--- config.mk ---
export PLATFORM = sky130hd
export DESIGN_NAME = lsu_bus_interface
export DESIGN_NICKNAME = d
export VERILOG_FILES = /design/src/rtl/lsu_bus_interface.sv
export SDC_FILE = /design/constraint.sdc
export NUM_CORES = 1
export LEC_CHECK = 0
export BUFFER_PORTS_ARGS = -buffer_cell sky130_fd_sc_hd__buf_2
export CAP_MARGIN = 20
export CORE_MARGIN = 4
export CORE_UTILIZATION = 41
export DETAILED_ROUTE_END_ITERATION = 8
export PLACE_DENSITY = 0.77
export SLEW_MARGIN = 40
export SYNTH_ARGS = -nofsm -noshare
export SYNTH_HDL_FRONTEND = slang
export SYNTH_SLANG_ARGS = --single-unit
--- constraint.sdc ---
create_clock -name clk -period 1.35 [get_ports clk]
set_input_delay 0.135 -clock clk [delete_from_list [all_inputs] [get_ports clk]]
set_output_delay 0.135 -clock clk [all_outputs]
set_load 0.02 [all_outputs]
--- src/rtl/lsu_bus_interface.sv ---
// Load/store unit bus adapter: turns writeback-stage memory requests into a
// single-outstanding word bus transaction. Define LSU_SUBWORD_ACCESS_EN for byte/half support.
module lsu_bus_interface (
  input  logic        clk,
  input  logic        reset,
  input  logic        MemReadW,
  input  logic        MemWriteW,
  input  logic [2:0]  Funct3W,
  input  logic [31:0] ALUResultW,
  input  logic [31:0] WD,
  output logic [31:0] ReadData,
  output logic        LsuStall,
  output logic        LsuFault,
  output logic        mem_req,
  output logic        mem_we,
  output logic [31:0] mem_addr,
  output logic [31:0] mem_wdata,
  output logic [3:0]  mem_be,
  input  logic        mem_ack,
  input  logic [31:0] mem_rdata
);

  typedef enum logic [1:0] {IDLE, REQ, DONE} state_e;

  state_e      state_q, state_d;
  logic        mem_we_q;
  logic [31:0] mem_addr_q;
  logic [31:0] mem_wdata_q;
  logic [3:0]  mem_be_q;
  logic        is_load_q;
  logic [31:0] rdata_q;
  logic        fault_q;

  logic        legal, aligned, acc_ok, acc_bad;
  logic [3:0]  acc_be;
  logic [31:0] acc_wdata;
  logic [31:0] load_data;

`ifdef LSU_SUBWORD_ACCESS_EN
  logic [1:0]  off_q;
  logic [1:0]  size_q;
  logic        unsigned_q;
  logic [31:0] lane;
`else
  logic [2:0]  unused_funct3;
  assign unused_funct3 = Funct3W;
`endif

  // Request decode: lane enables, replicated store data and legality.
  always_comb begin
    // NOTE: every always_comb output gets a default first so no path can infer a latch.
    legal     = 1'b1;
    aligned   = (ALUResultW[1:0] == 2'b00);
    acc_be    = 4'b1111;
    acc_wdata = WD;
`ifdef LSU_SUBWORD_ACCESS_EN
    case (Funct3W)
      3'b000, 3'b001, 3'b010: legal = 1'b1;
      3'b100, 3'b101:         legal = MemReadW;
      default:                legal = 1'b0;
    endcase
    case (Funct3W[1:0])
      2'b00: begin
        aligned   = 1'b1;
        acc_be    = 4'b0001 << ALUResultW[1:0];
        acc_wdata = {4{WD[7:0]}};
      end
      2'b01: begin
        aligned   = ~ALUResultW[0];
        acc_be    = ALUResultW[1] ? 4'b1100 : 4'b0011;
        acc_wdata = {2{WD[15:0]}};
      end
      default: ;
    endcase
`endif
    acc_ok  = (MemReadW ^ MemWriteW) & legal & aligned;
    acc_bad = (MemReadW | MemWriteW) & ~acc_ok;
  end

  always_comb begin
`ifdef LSU_SUBWORD_ACCESS_EN
    lane = mem_rdata >> {off_q, 3'b000};
    case (size_q)
      2'b00:   load_data = {{24{~unsigned_q & lane[7]}}, lane[7:0]};
      2'b01:   load_data = {{16{~unsigned_q & lane[15]}}, lane[15:0]};
      default: load_data = mem_rdata;
    endcase
`else
    load_data = mem_rdata;
`endif
  end

  always_comb begin
    state_d  = state_q;
    LsuStall = 1'b0;
    case (state_q)
      IDLE: if (acc_ok) begin
        state_d  = REQ;
        LsuStall = 1'b1;
      end
      REQ: begin
        LsuStall = 1'b1;
        if (mem_ack) state_d = DONE;
      end
      DONE:    state_d = IDLE;
      default: state_d = IDLE;
    endcase
    if (!reset) LsuStall = 1'b0;
  end

  // NOTE: state uses non-blocking assignments under an async active-low reset.
  always_ff @(posedge clk or negedge reset) begin
    if (!reset) begin
      state_q     <= IDLE;
      mem_we_q    <= 1'b0;
      mem_addr_q  <= '0;
      mem_wdata_q <= '0;
      mem_be_q    <= '0;
      is_load_q   <= 1'b0;
      rdata_q     <= '0;
      fault_q     <= 1'b0;
`ifdef LSU_SUBWORD_ACCESS_EN
      off_q       <= '0;
      size_q      <= '0;
      unsigned_q  <= 1'b0;
`endif
    end else begin
      state_q <= state_d;
      fault_q <= (state_q == IDLE) & acc_bad;
      if (state_q == IDLE && acc_ok) begin
        mem_we_q    <= MemWriteW;
        mem_addr_q  <= {ALUResultW[31:2], 2'b00};
        mem_wdata_q <= acc_wdata;
        mem_be_q    <= acc_be;
        is_load_q   <= MemReadW;
`ifdef LSU_SUBWORD_ACCESS_EN
        off_q       <= ALUResultW[1:0];
        size_q      <= Funct3W[1:0];
        unsigned_q  <= Funct3W[2];
`endif
      end
      if (state_q == REQ && mem_ack && is_load_q) rdata_q <= load_data;
    end
  end

  assign mem_req   = (state_q == REQ);
  assign mem_we    = mem_we_q;
  assign mem_addr  = mem_addr_q;
  assign mem_wdata = mem_wdata_q;
  assign mem_be    = mem_be_q;
  assign ReadData  = rdata_q;
  assign LsuFault  = fault_q;

endmodule

# After elaboration in Yosys (flattened, before gate mapping)
# Cells that the tools add are included.
# totals
word_cells	29
ramBits	0
latchBits	0
input_bits	104
register_bits	100
mem_bits_ro	0
n_memories	0
output_inout_bits	104
# op_classes
magnitude_cmp	0
n_addsub	0
bitwise_logic	6
eq_ne	3
shift	0
mul	0
n_div	0
mux	6
reduce_logical	6
# ops
operator	count
2-bit logical NOT	2
2-bit 2-to-1 mux	2
2-bit case mux with 2 select lines	1
1-bit AND	3
1-bit logical AND	3
2-bit by 1-bit equality test with 1-bit output (second input constant)	1
1-bit 2-to-1 mux	2
2-bit by 1-bit != test with 1-bit output (second input constant)	1
2-bit != test (second input constant)	1
1-bit case mux with 2 select lines	1
2-bit AND reduction	1
1-bit inverter	1
1-bit bitwise OR	1
1-bit bitwise XOR	1

# Depth between registers and ports, before layout
# Gate-level depths: netlist (run 1).
# depth
ltp_word	5
depth_mapped	7
mapped_depth_nobuf	5

# Worst setup path before layout (run 1)
# Ideal clock, no wire load.
# synth_timing
path_kind	register to register
start	register state_q[1]
end	register rdata_q[10] (netlist: ReadData[10])
t_required_ps	1222
arrival_time_ps	1343
setup_slack_ps	-121
path_buffers	1
period_less_slack_ps	1471
stages_incl_launch_ff	5
setup_time_ps	128
path_cell_list	dfrtp_1 and2b_1 nand3_4 buf_6 mux2_1
# synth_via
elab_chain_len	3
# synth_lines
item	line	source
from (decl)	25	state_e state_q, state_d;
from (signal assigned)	128	state_q <= state_d;
2-bit by 1-bit equality test with 1-bit output	n/a	
via mem_req	14	output logic mem_req,
1-bit logical AND (2 in series)	142	if (state_q == REQ && mem_ack && is_load_q) rdata_q <= load_data;
to (signal assigned)	142	
to (decl)	31	logic [31:0] rdata_q;
# The timed path passes the listed nets, and every way through them passes these cells.
# A chain may end at the register's enable or synchronous reset.

# Worst setup path in the final report (run 1)
# layout_timing
start	register state_q[1]
end	register rdata_q[10] (netlist: ReadData[10])
# layout_via
elab_chain_len	3
# layout_lines
item	line
2-bit by 1-bit equality test with 1-bit output	142
1-bit logical AND (2 in series)	142
# No other way between the ends.

==> results of run 1 <==
==> worst max-delay path: cells and delay by family, from the launching register on <==
family | cells | cell delay, ns
buffers and inverters | 1 | 0.18
flip-flops | 1 | 0.42
multiplexers | 1 | 0.30
AND/OR/NAND/NOR | 2 | 0.39
==> per-layer routing <==
metal / track usage / up-vias / wire length (um)
li1: - / 1307 / -
met1: 0.196 / 1389 / 3680
met2: 0.305 / 125 / 5150
met3: 0.0437 / 29 / 657
met4: 0.0804 / 0 / 372
met5: 0 / - / 0
==> cell type report <==
cell class | instances | area share
flip-flops and latches | 100 | 0.419
repair buffers | 269 | 0.290
multi-input cells | 110 | 0.228
well taps | 129 | 0.0270
clock buffers | 11 | 0.0220
clock inverters | 5 | 0.0105
inverters | 3 | 0.00398
==> flip-flops by register name, indices dropped and copies added, names as in the netlist <==
name,cells
ReadData,32
mem_wdata,32
mem_addr,30
state_q,2
LsuFault,1
is_load_q,1
mem_be,1
mem_we,1
==> cells in the final DEF (no fill, tap or decap) <==
master	Yosys	layout
nor4_1	1	1
buf_6	8	6
and2_1	1	1
conb_1	1	2
clkbuf_8	0	9
mux2_2	56	56
clkinvlp_4	0	2
dfrtp_1	100	100
mux2_4	38	40
nand3_4	1	1
bufinv_16	0	1
buf_2	2	198
nor2_1	2	2
nor3b_2	1	1
nand2_4	0	1
inv_6	0	1
inv_1	3	1
dlygate4sd3_1	0	54
buf_4	5	7
inv_8	0	1
ha_4	0	1
o21ai_0	1	1
and2b_4	0	1
nand2b_1	1	1
clkinv_4	0	2
buf_12	0	4
clkbuf_1	0	2
nor3b_4	0	1
==> what timing repair did <==
item	CTS	global route
endpoints found under the hold margin	147	6
pin swaps	1	1
setup endpoints to repair	18	98
hold buffers	48	6
setup buffers	2	0
cloned	0	1
gates resized for setup	9	3
==> final timing paths <==
path	startpoint	to	cells after the start
worst min register to register	ReadData[13]	ReadData[13]	1
min in group asynchronous	reset	mem_wdata[12]	3
max in group asynchronous	reset	mem_wdata[15]	3
worst min-delay path	ALUResultW[13]	mem_addr[13]	2
worst max-delay path	state_q[1]	ReadData[10]	4
worst max register to register	state_q[1]	ReadData[10]	4
==> logic make-up (layout without fill, tap and decap cells) <==
logic type | Yosys count | count (layout) | synth area share
compound gates | 1 | 1 | 0.00126
mux | 96 | 96 | 0.308
other cells | 1 | 2 | 0.000944
simple gates | 10 | 10 | 0.0189
buf+inv | 18 | 288 | 0.0375
fa+ha+maj | 1 | 1 | 0.00315
flops | 100 | 100 | 0.630
==> where the power goes <==
part           switching (mW)  internal, mW  total, mW
logic                    2.44          2.08       4.52
clock network           0.984         0.866       1.85
registers               0.554          4.10       4.65
==> stage by stage <==
stage                     instances  total power, mW   util
after CTS                       620             11.1  0.633
after detailed placement        554             9.08  0.556
after global placement          554             8.94  0.556
final                           627             11.0  0.641
after floorplan                 228             7.41      -
after global routing            627             11.7  0.641
==> out/qor.txt, run 1 <==
Unique masters post-synth = 20
# nets final = 598
dpl cell area = 5180 um2
Fillers = 693
row count = 35
Tightest Pin Transition = 0.523 ns
initial antenna violation count = 0
TritonCTS Sinks = 100
final setup fails = 61
CTS tree = done
hold crit path type = input pin to register
first-pass GRT wire length = 15,400 um
core area = 9330 um2
Max Clk Rate = 0.718 GHz
Multi-input gate area = 1370 um2
DRT Pass-1 Iters = 4
Initial DRC Count = 62
grt total ovfl = 0
outcome = complete, but fails checks
number of synthesized flops with an enable pin = 0
Largest stage delay, worst path = 0.42 ns
post-route worst setup slack = -0.0437 ns
#FFs+latches synth = 100
sequential fraction of the synthesis area = 0.630
top cells by area, synth = dfrtp_1, mux2_2, mux2_4
Detail Route Antenna Nets = 0
post-synth top area cell = dfrtp_1
Final Skew = 0.0112 ns
RSZ-0062 raised after global routing = true
die area = 11,300 um2
share of cells above drive strength 1 = 0.669
vias in the first global route = 3,173
CP Max Fanout = 15
Root Driver = clkbuf_8
Synth warnings = 0
Tmin final = 1.39 ns
synthesized area = 3970 um2
Top FF cell, synth = dfrtp_1
Initial Util = 0.426
worst reg2reg setup slack = -0.04 ns
All-Layer GR Usage = 0.173
Fin. Hold Viols = 0
power per cell area = 1840 nW/um2
vias per inst = 4.55
Leakage = 3.11 nW
Die H = 106 um
top cells by count, synth = dfrtp_1, mux2_2, mux2_4
Inserted Diodes = 0
ys async rst share = 1.00
I/O pin count = 208
Critical-path top delay cell = dfrtp_1
hold_ws = 0.0207 ns
post-synth top area share = 0.630
CP Data Arrival Time = 1.64 ns
CP Capture Type = register
H-tree depth = 3
Setup TNS = -0.935 ns
Die Wd = 106 um
GPL Wtd Cong = 0.670
Setup crit start kind = register
final instance area = 5980 um2
port bufs = 202
Final Slew Violations = 0
pin count of the biggest net entering global routing = 101
detailed-route via count = 2,850
Crit Path Class = register to register
Place WS = -0.191 ns
Clock Pin Slew Worst Setup and Hold Paths = 0.10 ns
Mean Syn Cell Area = 17.5 um2
WP data required = 1.59 ns
CTS Buf Count = 9
Max Cap Viol = 0
Final HPWL DP = 6780 um
Worst-Skew Late Latency = 0.35 ns
failing checks = negative setup slack
CTS Buffer Depth = 2
Storage cell area = 2500 um2
maximum vdd ir drop = 0.805 mV
most common cell in the netlist = dfrtp_1
WL final = 9860 um
Slew Limit Headroom = 0.651
critical path, cell by cell = and2b_4 -> nand3_4 -> buf_12 -> mux2_4
DR WL/cell = 15.7 um
Remaining DRCs = 0
period utilization = 1.03
Syn Inst Count = 227
Layout area overhead = 50.5%
Power figures use the tool's default switching activity.
==> inputs of run 2 (changes only) <==
--- a/config.mk
+++ b/config.mk
@@ -10,6 +10,7 @@
 export CORE_MARGIN = 4
 export CORE_UTILIZATION = 41
 export DETAILED_ROUTE_END_ITERATION = 8
+export MAX_ROUTING_LAYER = met4
 export PLACE_DENSITY = 0.77
 export SLEW_MARGIN = 40
 export SYNTH_ARGS = -nofsm -noshare
==> out/qor.txt, run 2 (synthesis results as in run 1) <==
outcome = complete, but fails checks
failing checks = negative setup slack
WP data required = 1.59 ns
Die Wd = 106 um
Final Skew = 0.0126 ns
Comb pwr share = 0.410
Setup crit start kind = register
dpl cell area = 5180 um2
CTS Buf Count = 9
Inserted Diodes = 0
row count = 35
H-tree depth = 3
Root Driver = clkbuf_8
CP Data Arrival Time = 1.64 ns
Die H = 106 um
Place WS = -0.191 ns
Critical Path Source = state_q[1]
WHS Path Cells = 2
Clk network pwr share = 0.168
Tightest Pin Transition = 0.523 ns
critical path, cell by cell = and2b_4 -> nand3_4 -> buf_12 -> mux2_4
P_sw = 3.98 mW
# nets final = 597
Leakage = 3.10 nW
detailed-route via count = 2,849
Non-Filler Instances = 626
port bufs = 202
Max Clk Rate = 0.716 GHz
Flop pwr share = 0.422
maximum vdd ir drop = 0.807 mV
DRT Pass-1 Iters = 4
WL final = 9890 um
final setup fails = 63
initial antenna violation count = 0
hold path startpoint = ALUResultW[12]
final instance area = 5970 um2
CTS Buffer Depth = 2
Int Power = 7.04 mW
vias in the first global route = 3,178
Final Slew Violations = 0
I/O pin count = 208
hold crit path type = input pin to register
TritonCTS Sinks = 100
worst reg2reg setup slack = -0.05 ns
Largest stage delay, worst path = 0.42 ns
Fillers = 694
GPL Wtd Cong = 0.677
Layout area overhead = 50.3%
Initial Util = 0.426
Tmin final = 1.40 ns
Worst-Skew Late Latency = 0.35 ns
Clock Pin Slew Worst Setup and Hold Paths = 0.10 ns
CP Max Fanout = 15
DR WL/cell = 15.8 um
share of cells above drive strength 1 = 0.668
Total Power = 11.0 mW
most common cell after layout, fill and taps aside = buf_2
grt total ovfl = 0
Critical-path top delay cell = dfrtp_1
placed cells = 554
r2r startpoint = state_q[1]
Final HPWL DP = 6780 um
Fin. Hold Viols = 0
most frequent cells in the layout = buf_2, dfrtp_1, mux2_2
Hold EP = mem_addr[12]
pin count of the biggest net entering global routing = 101
Max Cap Viol = 0
post-route worst setup slack = -0.0460 ns
buffers plus inverters on the worst setup path = 1
FF-to-FF path depth = 4
CP Capture Type = register
CP top delay family = flip-flops
core area = 9330 um2
power per cell area = 1850 nW/um2
Detail Route Antenna Nets = 0
Slew Limit Headroom = 0.652
Remaining DRCs = 0
Initial DRC Count = 93
All-Layer GR Usage = 0.177
switch share = 0.361
worst flop-to-flop path endpoint = ReadData[10]
Setup TNS = -1.11 ns
vias per inst = 4.55
first-pass GRT wire length = 15,400 um
RSZ-0062 raised after global routing = true
final core occ = 0.640
CTS tree = done
hold_ws = 0.0206 ns
die area = 11,300 um2
period utilization = 1.03
Crit Path Class = register to register
run 2: cell types whose count changed in the layout (fill, tap and decap cells not counted):
| cell | delta |
|---|---|
| buf_4 | -1 |
run 2: how the worst max path moves through the flow:
stage                        end  slack [ns]  depth (start not counted)
floorplan           mem_addr[10]       -0.04                          7
global placement    mem_wdata[0]       -0.16                          7
detailed placement  mem_wdata[1]       -0.19                          7
CTS                      mem_req       -0.04                          3
global route        mem_wdata[5]        -0.1                          4
finish              ReadData[10]       -0.05                          4
run 2: repair_timing:
action,4_1_cts,5_1_grt
setup endpoints to repair,18,98
hold endpoints to repair,147,6
gates cloned,0,1
pin swaps,1,0
setup buffers,2,0
hold buffers,48,6
resized for setup,9,3
run 2: worst reg2reg max path: stages, from the launching register on:
cell and delay (ns):
dfrtp_1 0.42, and2b_4 0.28, nand3_4 0.12, buf_12 0.18
mux2_4 0.30
run 2: cell type report:
class / instances / area (um2) / share of cell area
clock buffers: 11 / 131 / 0.0220
clock inverters: 5 / 62.6 / 0.0105
inverters: 3 / 23.8 / 0.00398
multi-input cells: 110 / 1370 / 0.229
flip-flops and latches: 100 / 2500 / 0.419
well taps: 129 / 161 / 0.0270
repair buffers: 268 / 1720 / 0.289
run 2: metal layers:
metal / up-vias / wire [um] / GRT usage
met5: - / 0 / -
met4: 0 / 345 / 0.0804
met3: 27 / 591 / 0.0340
met2: 126 / 5170 / 0.304
met1: 1392 / 3780 / 0.203
li1: 1304 / - / -
run 2: power by group through the flow:
stage | clock network, mW | logic (mW) | registers, mW
6_report | 1.85 | 4.52 | 4.65
5_1_grt | 2.08 | 4.78 | 4.79
4_1_cts | 1.93 | 4.53 | 4.65
3_5_place_dp | 0 | 4.38 | 4.70
3_3_place_gp | 0 | 4.31 | 4.63
2_1_floorplan | 0 | 1.35 | 6.06
==> inputs of run 3 (changes only) <==
--- a/config.mk
+++ b/config.mk
@@ -5,13 +5,14 @@
 export SDC_FILE = /design/constraint.sdc
 export NUM_CORES = 1
 export LEC_CHECK = 0
+export ABC_AREA = 1
 export BUFFER_PORTS_ARGS = -buffer_cell sky130_fd_sc_hd__buf_2
 export CAP_MARGIN = 20
 export CORE_MARGIN = 4
 export CORE_UTILIZATION = 41
 export DETAILED_ROUTE_END_ITERATION = 8
 export MAX_ROUTING_LAYER = met4
-export PLACE_DENSITY = 0.77
+export PLACE_DENSITY = 0.76
 export SLEW_MARGIN = 40
 export SYNTH_ARGS = -nofsm -noshare
 export SYNTH_HDL_FRONTEND = slang
==> out/qor.txt, run 3 <==
row count = 36
final instance area = 5710 um2
Fin. Hold Viols = 0
All-Layer GR Usage = 0.203
most common cell after layout, fill and taps aside = buf_2
core area = 9860 um2
final setup fails = 0
Critical-path top delay cell = dfrtp_2
GPL Wtd Cong = 0.765
Worst-Skew Late Latency = 0.36 ns
Max Cap Viol = 0
ys async rst share = 1.00
CTS Buf Count = 9
Leakage = 3.26 nW
power per cell area = 1870 nW/um2
DR WL/cell = 15.3 um
CP Max Fanout = 4
port bufs = 202
Largest stage delay, worst path = 0.47 ns
post-synth top area cell = dfrtp_1
Max Clk Rate = 0.761 GHz
Final Slew Violations = 0
Top FF cell, synth = dfrtp_1
met1 WL = 5270 um
Initial DRC Count = 309
first-pass GRT wire length = 18,700 um
pin count of the biggest net entering global routing = 101
Crit path depth = 4
DRT Pass-1 Iters = 4
Synth warnings = 0
Remaining DRCs = 0
RSZ-0062 raised after global routing = true
outcome = completed
share of cells above drive strength 1 = 0.386
vias in the first global route = 3,839
top cells by area, synth = dfrtp_1, nand2_1, nand4_1
Unique masters post-synth = 17
Tmin final = 1.31 ns
critical path, cell by cell = inv_2 -> nand2_2 -> a21oi_2 -> buf_6
r2r startpoint = state_q[0]
Mean Syn Cell Area = 9.21 um2
Met3 Wirelength = 969 um
Storage cell area = 2500 um2
initial antenna violation count = 1
met2 routed WL = 5600 um
die area = 12,000 um2
Setup crit start kind = register
# nets final = 756
hold_ws = 0.0166 ns
Slew Limit Headroom = 0.649
dpl cell area = 5350 um2
H-tree depth = 3
FF-to-FF path depth = 6
TritonCTS Sinks = 100
CTS Buffer Depth = 2
Final HPWL DP = 8310 um
Crit Path Class = register to output pin
Detail Route Antenna Nets = 0
Syn Inst Count = 457
maximum vdd ir drop = 0.845 mV
top cells by count, synth = nand2_1, dfrtp_1, nand4_1
Final Skew = 0.0136 ns
Fillers = 867
Clock Pin Slew Worst Setup and Hold Paths = 0.10 ns
Setup TNS = 0 ns
CP top delay family = flip-flops
WP data required = 1.22 ns
sequential fraction of the synthesis area = 0.594
Tightest Pin Transition = 0.526 ns
buffers plus inverters on the worst setup path = 2
Initial Util = 0.427
hold crit path type = input pin to register
post-synth top area share = 0.594
CTS tree = done
grt total ovfl = 0
most common cell in the netlist = nand2_1
vias per inst = 5.07
WL final = 12,100 um
I/O pin count = 208
Multi-input gate area = 1450 um2
Die H = 109 um
Top Metal Used = met4
worst setup path end = LsuStall
Layout area overhead = 35.6%
detailed-route via count = 4,003
most frequent cells in the layout = buf_2, nand2_1, dfrtp_1
Die Wd = 109 um
Critical Path Source = state_q[1]
worst flop-to-flop path endpoint = mem_addr[24]
Root Driver = clkbuf_8
#FFs+latches synth = 100
CP Data Arrival Time = 1.18 ns
period utilization = 0.973
CP Capture Type = output pin
synthesized area = 4210 um2
worst reg2reg setup slack = 0.06 ns
number of synthesized flops with an enable pin = 0
run 3: where the power goes:
group          internal, mW  switching, mW  total [mW]
Clock                  1.04           1.03        2.06
Sequential             3.98          0.550        4.53
Combinational          1.37           2.70        4.07
run 3: per-layer routing:
metal  global-route usage  vias to the layer above
met5                    -                        -
met4               0.0828                        0
met3               0.0382                       21
met2                0.322                      182
met1                0.258                     1886
li1                     -                     1914
run 3: worst min path at each step:
stage                         to  cells after the start      startpoint  slack [ns]
floorplan               LsuFault                      0           reset       -0.16
global placement       mem_be[0]                      2           reset        0.24
detailed placement  ReadData[10]                      2           reset        0.25
CTS                 ReadData[27]                      3   mem_rdata[27]      0.0005
global route        mem_addr[25]                      3  ALUResultW[25]       0.003
finish              ReadData[27]                      3   mem_rdata[27]        0.02
run 3: worst min-delay path, cell delays in order:
cell and delay [ns]:
buf_2 0.09, nand4_1 0.07, nand2_1 0.04
run 3: area by class of cell:
type | instances | share of cell area
Timing Repair Buffer | 229 | 0.236
Multi-Input combinational cell | 305 | 0.254
Antenna cell | 1 | 0.000438
Clock inverter | 7 | 0.0160
Inverter | 6 | 0.00394
Sequential cell | 100 | 0.438
Clock buffer | 9 | 0.0217
Tap cell | 133 | 0.0291
run 3: what timing repair did:
action | in CTS | in global routing
hold endpoints to repair | 104 | 0
setup buffers | 3 | 0
hold buffers | 5 | 0
cloned | 1 | 0
endpoints found under the setup margin | 3 | 63
resized for setup | 8 | 7
pin swaps | 1 | 0
run 3: logic make-up after synthesis:
family	after synthesis	share of synthesized area
buffers and inverters	53	0.0704
and+or+nand+nor	301	0.330
DFF	100	0.594
other	1	0.000891
adders and majority gates	1	0.00297
AOI/OAI and AO/OA	1	0.00119
run 3: stage by stage:
| stage | worst slack [ns] | power (mW) | util | instances |
|---|---|---|---|---|
| floorplan | 0.148 | 6.93 | - | 458 |
| global placement | 0.0546 | 8.44 | 0.542 | 764 |
| detailed placement | 0.0111 | 8.58 | 0.542 | 764 |
| CTS | 0.000385 | 10.7 | 0.576 | 789 |
| global route | -0.0380 | 11.4 | 0.579 | 790 |
| finish | 0.0365 | 10.7 | 0.579 | 790 |
